File: src/rtl/load_ext_pipe.sv
`default_nettype none
// ============================================================================
// Module   : load_ext_pipe
// Brief    : Registered RISC-V load extractor/extender with valid/ready
//            handshake, misalignment/illegal flagging and saturating fault count.
// Revision : 1.0
// ============================================================================
module load_ext_pipe #(
    parameter int XLEN  = 32,
    parameter int TAG_W = 5,
    parameter int CNT_W = 8
) (
    input  logic                       clk,
    input  logic                       rst_n,
    input  logic                       in_valid,
    output logic                       in_ready,
    input  logic [XLEN-1:0]            in_word,
    input  logic [$clog2(XLEN/8)-1:0]  in_off,
    input  logic [2:0]                 in_funct3,
    input  logic [TAG_W-1:0]           in_tag,
    output logic                       out_valid,
    input  logic                       out_ready,
    output logic [XLEN-1:0]            out_data,
    output logic [TAG_W-1:0]           out_tag,
    output logic                       out_err,
    output logic [CNT_W-1:0]           fault_cnt
);

    localparam int OFF_W = $clog2(XLEN/8);
    localparam logic [2:0] F3_LB  = 3'b000;
    localparam logic [2:0] F3_LH  = 3'b001;
    localparam logic [2:0] F3_LW  = 3'b010;
    localparam logic [2:0] F3_LD  = 3'b011;
    localparam logic [2:0] F3_LBU = 3'b100;
    localparam logic [2:0] F3_LHU = 3'b101;
    localparam logic [2:0] F3_LWU = 3'b110;

    logic              r_valid;
    logic [XLEN-1:0]   r_data;
    logic [TAG_W-1:0]  r_tag;
    logic              r_err;
    logic [CNT_W-1:0]  r_fault_cnt;

    logic [XLEN-1:0]   w_shifted;
    logic [XLEN-1:0]   w_ext;
    logic              w_legal;
    logic              w_misal;
    logic              w_err;
    logic              w_in_fire;
    logic              w_out_fire;

    // Little-endian lane select: shift the addressed byte down to bit 0.
    assign w_shifted = in_word >> {in_off, 3'b000};

    always_comb begin
        w_ext   = '0;
        w_legal = 1'b1;
        w_misal = 1'b0;
        case (in_funct3)
            F3_LB:  w_ext = XLEN'($signed(w_shifted[7:0]));
            F3_LBU: w_ext = XLEN'(w_shifted[7:0]);
            F3_LH: begin
                w_ext   = XLEN'($signed(w_shifted[15:0]));
                w_misal = in_off[0];
            end
            F3_LHU: begin
                w_ext   = XLEN'(w_shifted[15:0]);
                w_misal = in_off[0];
            end
            F3_LW: begin
                w_ext   = XLEN'($signed(w_shifted[31:0]));
                w_misal = (in_off[1:0] != 2'b00);
            end
            F3_LWU: begin
                w_ext   = XLEN'(w_shifted[31:0]);
                w_misal = (in_off[1:0] != 2'b00);
                w_legal = (XLEN == 64);
            end
            F3_LD: begin
                w_ext   = in_word;
                w_misal = (in_off != {OFF_W{1'b0}});
                w_legal = (XLEN == 64);
            end
            default: w_legal = 1'b0;
        endcase
    end

    assign w_err      = !w_legal || w_misal;
    assign in_ready   = !r_valid || out_ready;
    assign w_in_fire  = in_valid && in_ready;
    assign w_out_fire = r_valid && out_ready;

    always_ff @(posedge clk) begin
        if (!rst_n) begin
            r_valid     <= 1'b0;
            r_data      <= '0;
            r_tag       <= '0;
            r_err       <= 1'b0;
            r_fault_cnt <= '0;
        end else begin
            if (w_in_fire) begin
                r_valid <= 1'b1;
                r_data  <= w_err ? '0 : w_ext;
                r_tag   <= in_tag;
                r_err   <= w_err;
            end else if (w_out_fire) begin
                r_valid <= 1'b0;
            end
            if (w_in_fire && w_err && (r_fault_cnt != {CNT_W{1'b1}})) begin
                r_fault_cnt <= r_fault_cnt + 1'b1;
            end
        end
    end

    assign out_valid = r_valid;
    assign out_data  = r_data;
    assign out_tag   = r_tag;
    assign out_err   = r_err;
    assign fault_cnt = r_fault_cnt;

endmodule
`default_nettype wire

File: config.mk
export PLATFORM = sky130hd
export DESIGN_NAME = load_ext_pipe
export DESIGN_NICKNAME = d
export VERILOG_FILES = /design/src/rtl/load_ext_pipe.sv
export SDC_FILE = /design/constraint.sdc
export NUM_CORES = 1
export LEC_CHECK = 0
export CAP_MARGIN = 20
export CORE_UTILIZATION = 30
export CTS_BUF_LIST = sky130_fd_sc_hd__clkbuf_16
export CTS_CLUSTER_SIZE = 25
export DETAILED_ROUTE_END_ITERATION = 16
export SLEW_MARGIN = 10
export SYNTH_ARGS = -nofsm -noshare
export SYNTH_HDL_FRONTEND = slang
export SYNTH_SLANG_ARGS = --single-unit
File: constraint.sdc
create_clock -name clk -period 2.4 [get_ports clk]
set_input_delay 0.48 -clock clk [delete_from_list [all_inputs] [get_ports clk]]
set_output_delay 0.48 -clock clk [all_outputs]
set_load 0.005 [all_outputs]
After elaboration in Yosys (flattened, before gate mapping)
Index checks and enable logic that the tools add are counted.
Widths: inputs -> output; s select.
- word-level logic and storage cells: 35
- input port bits: 46
- output and inout port bits: 48
- bits in registers: 47
- shift-type cells: 1
- reductions and logical operators: 15
- muxes and demuxes: 6
- $add $sub $neg: 1
- equality and inequality tests: 7
- operator list (cell ; count):
    $pmux 32 s6 ; 1
    $mux 32 ; 1
    $shr 32x5->32 ; 1
    $eq 3x3->1 const B ; 3
    $add 8x1->8 const B ; 1
    $ne 8x8->1 const B ; 1
    $eq 3x2->1 const B ; 2
    $reduce_or 5->1 ; 1
    $logic_and 1x1->1 ; 4
    $reduce_bool 2->1 ; 2
    $reduce_or 2->1 ; 2
    $eq 3x1->1 const B ; 1
    $logic_not 3->1 ; 1
    $mux 1 ; 3
    $reduce_or 3->1 ; 1
    $logic_not 1->1 ; 2
    $logic_or 1x1->1 ; 2
    $pmux 1 s2 ; 1

Logic depth before layout (Yosys ltp)
- depth in word-level cells: 7
- mapped depth: 6
- depth with buffers taken out: 5

Worst setup path after synthesis
No wires, ideal clock.
- kind: in2reg
- from: input in_funct3[0]
- to: register r_data[21], in the netlist out_data[21]
- stages on the path: 5
- setup slack: 0.497 ns
- arrival: 1.830 ns
- path buffers: 1
- library setup time: 0.073 ns
- required time: 2.327 ns
- cell sequence: or4_4 > a211oi_4 > nand2_4 > buf_6 > o211ai_2
- longest elaborated chain between the ends: 6
- elaborated cells between the ends (all ways): 17
- those cells by class: eq/ne: 6; mux: 4; reduce/logical: 7
- ends and longest elaborated chain (what ; line ; text):
    start: declaration ; 19 ; input logic [2:0] in_funct3,
    $eq 3x2->1 (tied with other cells) ; 59 ; case (in_funct3)
    $reduce_or 5->1 (no line) ; -- ;
    $mux 1 ; 59 ;
    $logic_not 1->1 ; 88 ; assign w_err = !w_legal || w_misal;
    $logic_or 1x1->1 ; 88 ;
    $mux 32 * ; 103 ; r_data <= w_err ? '0 : w_ext;
    end signal: assignment ; 103 ;
    end: declaration ; 39 ; logic [XLEN-1:0] r_data;
Mark *: on every way between the ends. The rest lies on a longest branch, timed or not.
A chain may end at the register's enable or synchronous reset.

Worst setup path in the final report
- from: input out_ready
- to: output in_ready
- longest elaborated chain between the ends: 1
- ends and longest elaborated chain (what ; line ; text):
    start: declaration ; 22 ; input logic out_ready,
    $logic_or 1x1->1 ; 89 ; assign in_ready = !r_valid || out_ready;
    end: declaration ; 16 ; output logic in_ready,
Every way passes these cells.

==> flow_metrics.env <==
export IMPL_r2r_slack_ns=0.68
export IMPL_synth_area_mm2=0.00270
export IMPL_numCtsBuffers=5
export IMPL_rows=34
export IMPL_yosys_area_top_type="dfxtp_1"
export IMPL_whs_path_depth=2
export IMPL_fmax_ghz=0.455
export IMPL_seq_area_frac_synth_pct=34.8
export IMPL_clock_sinks=47
export IMPL_clk_latency_ns=0.29
export IMPL_rr_startpoint="fault_cnt[0]"
export IMPL_max_vdd_ir_drop_uv=260
export IMPL_drtPass1Iterations=4
export IMPL_drv_slew=0
export IMPL_startpoint_type="input pin"
export IMPL_vias_per_cell=5.53
export IMPL_post_cts_resize_count=0
export IMPL_antenna_left=0
export IMPL_grt_pass1_vias=2677
export IMPL_ctsHoldBuffers=0
export IMPL_place_congestion=0.827
export IMPL_start_util_pct=31.0
export IMPL_holdCritStartpoint="out_data[2]"
export IMPL_area_delta_synth_final_pct=49.6
export IMPL_dieArea_mm2=0.00939
export IMPL_synth_warnings=0
export IMPL_cp_data_arrival_time_ns=1.72
export IMPL_final_util_pct=46.3
export IMPL_grt_usage_pct=18.4
export IMPL_drv_cap=0
export IMPL_p_leak_nw=1.38
export IMPL_wire_per_inst_um=16.5
export IMPL_dp_hpwl_mm=6.48
export IMPL_finalPower_mw=1.96
export IMPL_clkSlewWorstSetupHoldPaths_ns=0.06
export IMPL_holdPathEnd="out_data[2]"
export IMPL_hp_class="flop to flop"
export IMPL_status="complete, no violations"
export IMPL_cts_root_buf="clkbuf_16"
export IMPL_slew_headroom_pct=43.5
export IMPL_synth_ff_type="dfxtp_1"
export IMPL_grt_overflow=0
export IMPL_skew_ns=0.00446
export IMPL_worst_hold_slack_ns=0.452
export IMPL_path_class="input pin to primary output"
export IMPL_setup_viol=0
export IMPL_critical_path_top_delay_family="buffers and inverters"
export IMPL_synth_top_cell_area_share_pct=34.8
export IMPL_post_dp_cell_area_mm2=0.00390
export IMPL_power_density_mw_per_mm2=485
export IMPL_crit_fanout=6
export IMPL_slowest_delay_ns=0.50
export IMPL_reg2reg_to="fault_cnt[5]"
export IMPL_antenna_cells=0
export IMPL_nets=460
export IMPL_syn_nets=360
export IMPL_period_share_pct=91.6
export IMPL_tightest_slew_ns=0.846
export IMPL_synthTopCellsByArea="dfxtp_1 35%, a22oi_1 6.1%, a21oi_1 5.7%"
export IMPL_drtIter0Drc=189
export IMPL_io_buffers=93
export IMPL_cp_cell_sequence="clkdlybuf4s50_1 -> and2b_1 -> inv_2 -> clkdlybuf4s50_1"
export IMPL_synth_edf_count=0
export IMPL_finalCriticalPeriod_ns=2.20
export IMPL_routed_via_count=2886
export IMPL_async_reset_ff_share_pct=0
export IMPL_syn_avg_cell_area_um2=8.63
export IMPL_final_cell_area_mm2=0.00404
export IMPL_crit_slowest_cell="clkdlybuf4s50_1"
export IMPL_hold_viol=0
export IMPL_crit_buf_inv=3
export IMPL_rsz0062_at_grt="false"
export IMPL_cts_setup_buffers=0
export IMPL_setup_worst_path_end_class="primary output"
export IMPL_ys_types=47
export IMPL_wl_mm=8.61
export IMPL_antenna_found_initial=0
export IMPL_route_detailed_drc=0
export IMPL_reg2reg_depth=5
export IMPL_grt_max_degree=26
export IMPL_clockBufferDepth=2
export IMPL_drive_gt1_share_pct=12.6
export IMPL_ios=94
export IMPL_coreArea_mm2=0.00872
export IMPL_required_ns=1.92
export IMPL_htreeDepth=2
export IMPL_tritoncts="done"
export IMPL_cp_common_cell="clkdlybuf4s50_1"
export IMPL_die_x_um=96.9
export IMPL_netlist_instances=313
export IMPL_grt_pass1_wl_mm=14.1
export IMPL_ys_ff_latch=47
export IMPL_die_height_um=96.9
[cell type report]
| type | count | area (um^2) |
|---|---|---|
| Clock inverter | 3 | 20.0 |
| Timing Repair Buffer | 118 | 1170 |
| Clock buffer | 5 | 125 |
| Multi-Input combinational cell | 237 | 1640 |
| Fill cell | 813 | 4680 |
| Sequential cell | 47 | 941 |
| Inverter | 4 | 15.0 |
| Tap cell | 108 | 135 |
[layer usage]
metal / global-route usage (%) / up-vias / wire (um)
met5: 0 / - / 0
met4: 5.28 / 0 / 121
met3: 3.18 / 11 / 501
met2: 27.8 / 110 / 3920
met1: 26.7 / 1344 / 4060
li1: - / 1421 / -
[cell families (layout without fill, tap and decap cells)]
kind of cell	Yosys count	in the layout	share of synthesized area, %
AO/OA/AOI/OAI	133	133	34.0
AND/OR/NAND/NOR	82	82	17.5
flip-flops	47	47	34.8
buffers and inverters	29	130	4.59
multiplexers	21	21	8.57
adder cells (fa/ha/maj)	1	1	0.463
[synth_stat cells (2+ instances only)]
| cell type | instances |
|---|---|
| o221ai_1 | 8 |
| a21oi_1 | 31 |
| inv_1 | 3 |
| nand2_1 | 30 |
| buf_2 | 3 |
| o21ai_0 | 12 |
| a22o_1 | 7 |
| mux2i_1 | 13 |
| or4_1 | 3 |
| nor2_1 | 2 |
| mux2_2 | 7 |
| a211oi_1 | 8 |
| buf_1 | 3 |
| nor3b_1 | 2 |
| nand4_1 | 3 |
| nand2b_1 | 5 |
| nand3_1 | 8 |
| a32oi_1 | 9 |
| o211ai_2 | 3 |
| or3_1 | 2 |
| nor4_1 | 2 |
| dfxtp_1 | 47 |
| o22ai_1 | 2 |
| o211ai_1 | 5 |
| clkbuf_1 | 17 |
| o21ai_1 | 19 |
| o31ai_1 | 3 |
| a22oi_1 | 22 |
| nand3b_1 | 16 |
[through the flow]
stage               setup WS, ns  std cells  TNS (ns)
global placement          0.0110        514         0
finish                     0.201        522         0
global route               0.105        522         0
CTS                        0.180        522         0
floorplan                  0.497        313         0
detailed placement       -0.0212        514   -0.0856
[registers in the layout (all words and copies together), names as in the netlist]
| signal | flops |
|---|---|
| out_err | 1 |
| out_data | 32 |
| out_valid | 1 |
| out_tag | 5 |
| fault_cnt | 8 |
[cells in the final DEF (no fill, tap or decap), types with 2 or more instances in the layout]
cell type        instances
o22ai_1                  2
a21oi_1                 31
o21ai_0                 12
o21ai_1                 19
o211ai_2                 3
clkdlybuf4s50_1         93
nand2b_1                 5
nand3_1                  8
a32oi_1                  9
clkbuf_16                5
nor4_1                   2
a211oi_1                 8
nand4_1                  3
or4_1                    3
dfxtp_1                 47
mux2i_1                 13
buf_12                   4
buf_4                   21
nand3b_1                16
o211ai_1                 5
clkinvlp_4               2
nand2_1                 30
or3_1                    2
mux2_2                   7
inv_1                    3
nor3b_1                  2
nor2_1                   2
a22oi_1                 22
a22o_1                   7
o31ai_1                  3
o221ai_1                 8
[how the worst max path moves through the flow]
stage                  from           end  slack (ns)  cells after the start
5_1_grt           in_off[0]  out_data[13]        0.11                      6
6_report          out_ready      in_ready        0.20                      4
4_1_cts           out_ready      in_ready        0.18                      4
3_3_place_gp   in_funct3[2]  out_data[12]        0.01                      6
3_5_place_dp   in_funct3[2]  out_data[14]       -0.02                      6
2_1_floorplan  in_funct3[0]  out_data[21]        0.50                      5
[worst min-delay path: stages, from the launching register on]
cell	delay, ns
dfxtp_1	0.31
nand2_1	0.05
o21ai_1	0.05
[power by group]
part | internal (mW) | switching, mW
clock | 0.384 | 0.314
combinational | 0.232 | 0.209
sequential | 0.805 | 0.0157
No activity file was read; power rests on OpenSTA's default activity.
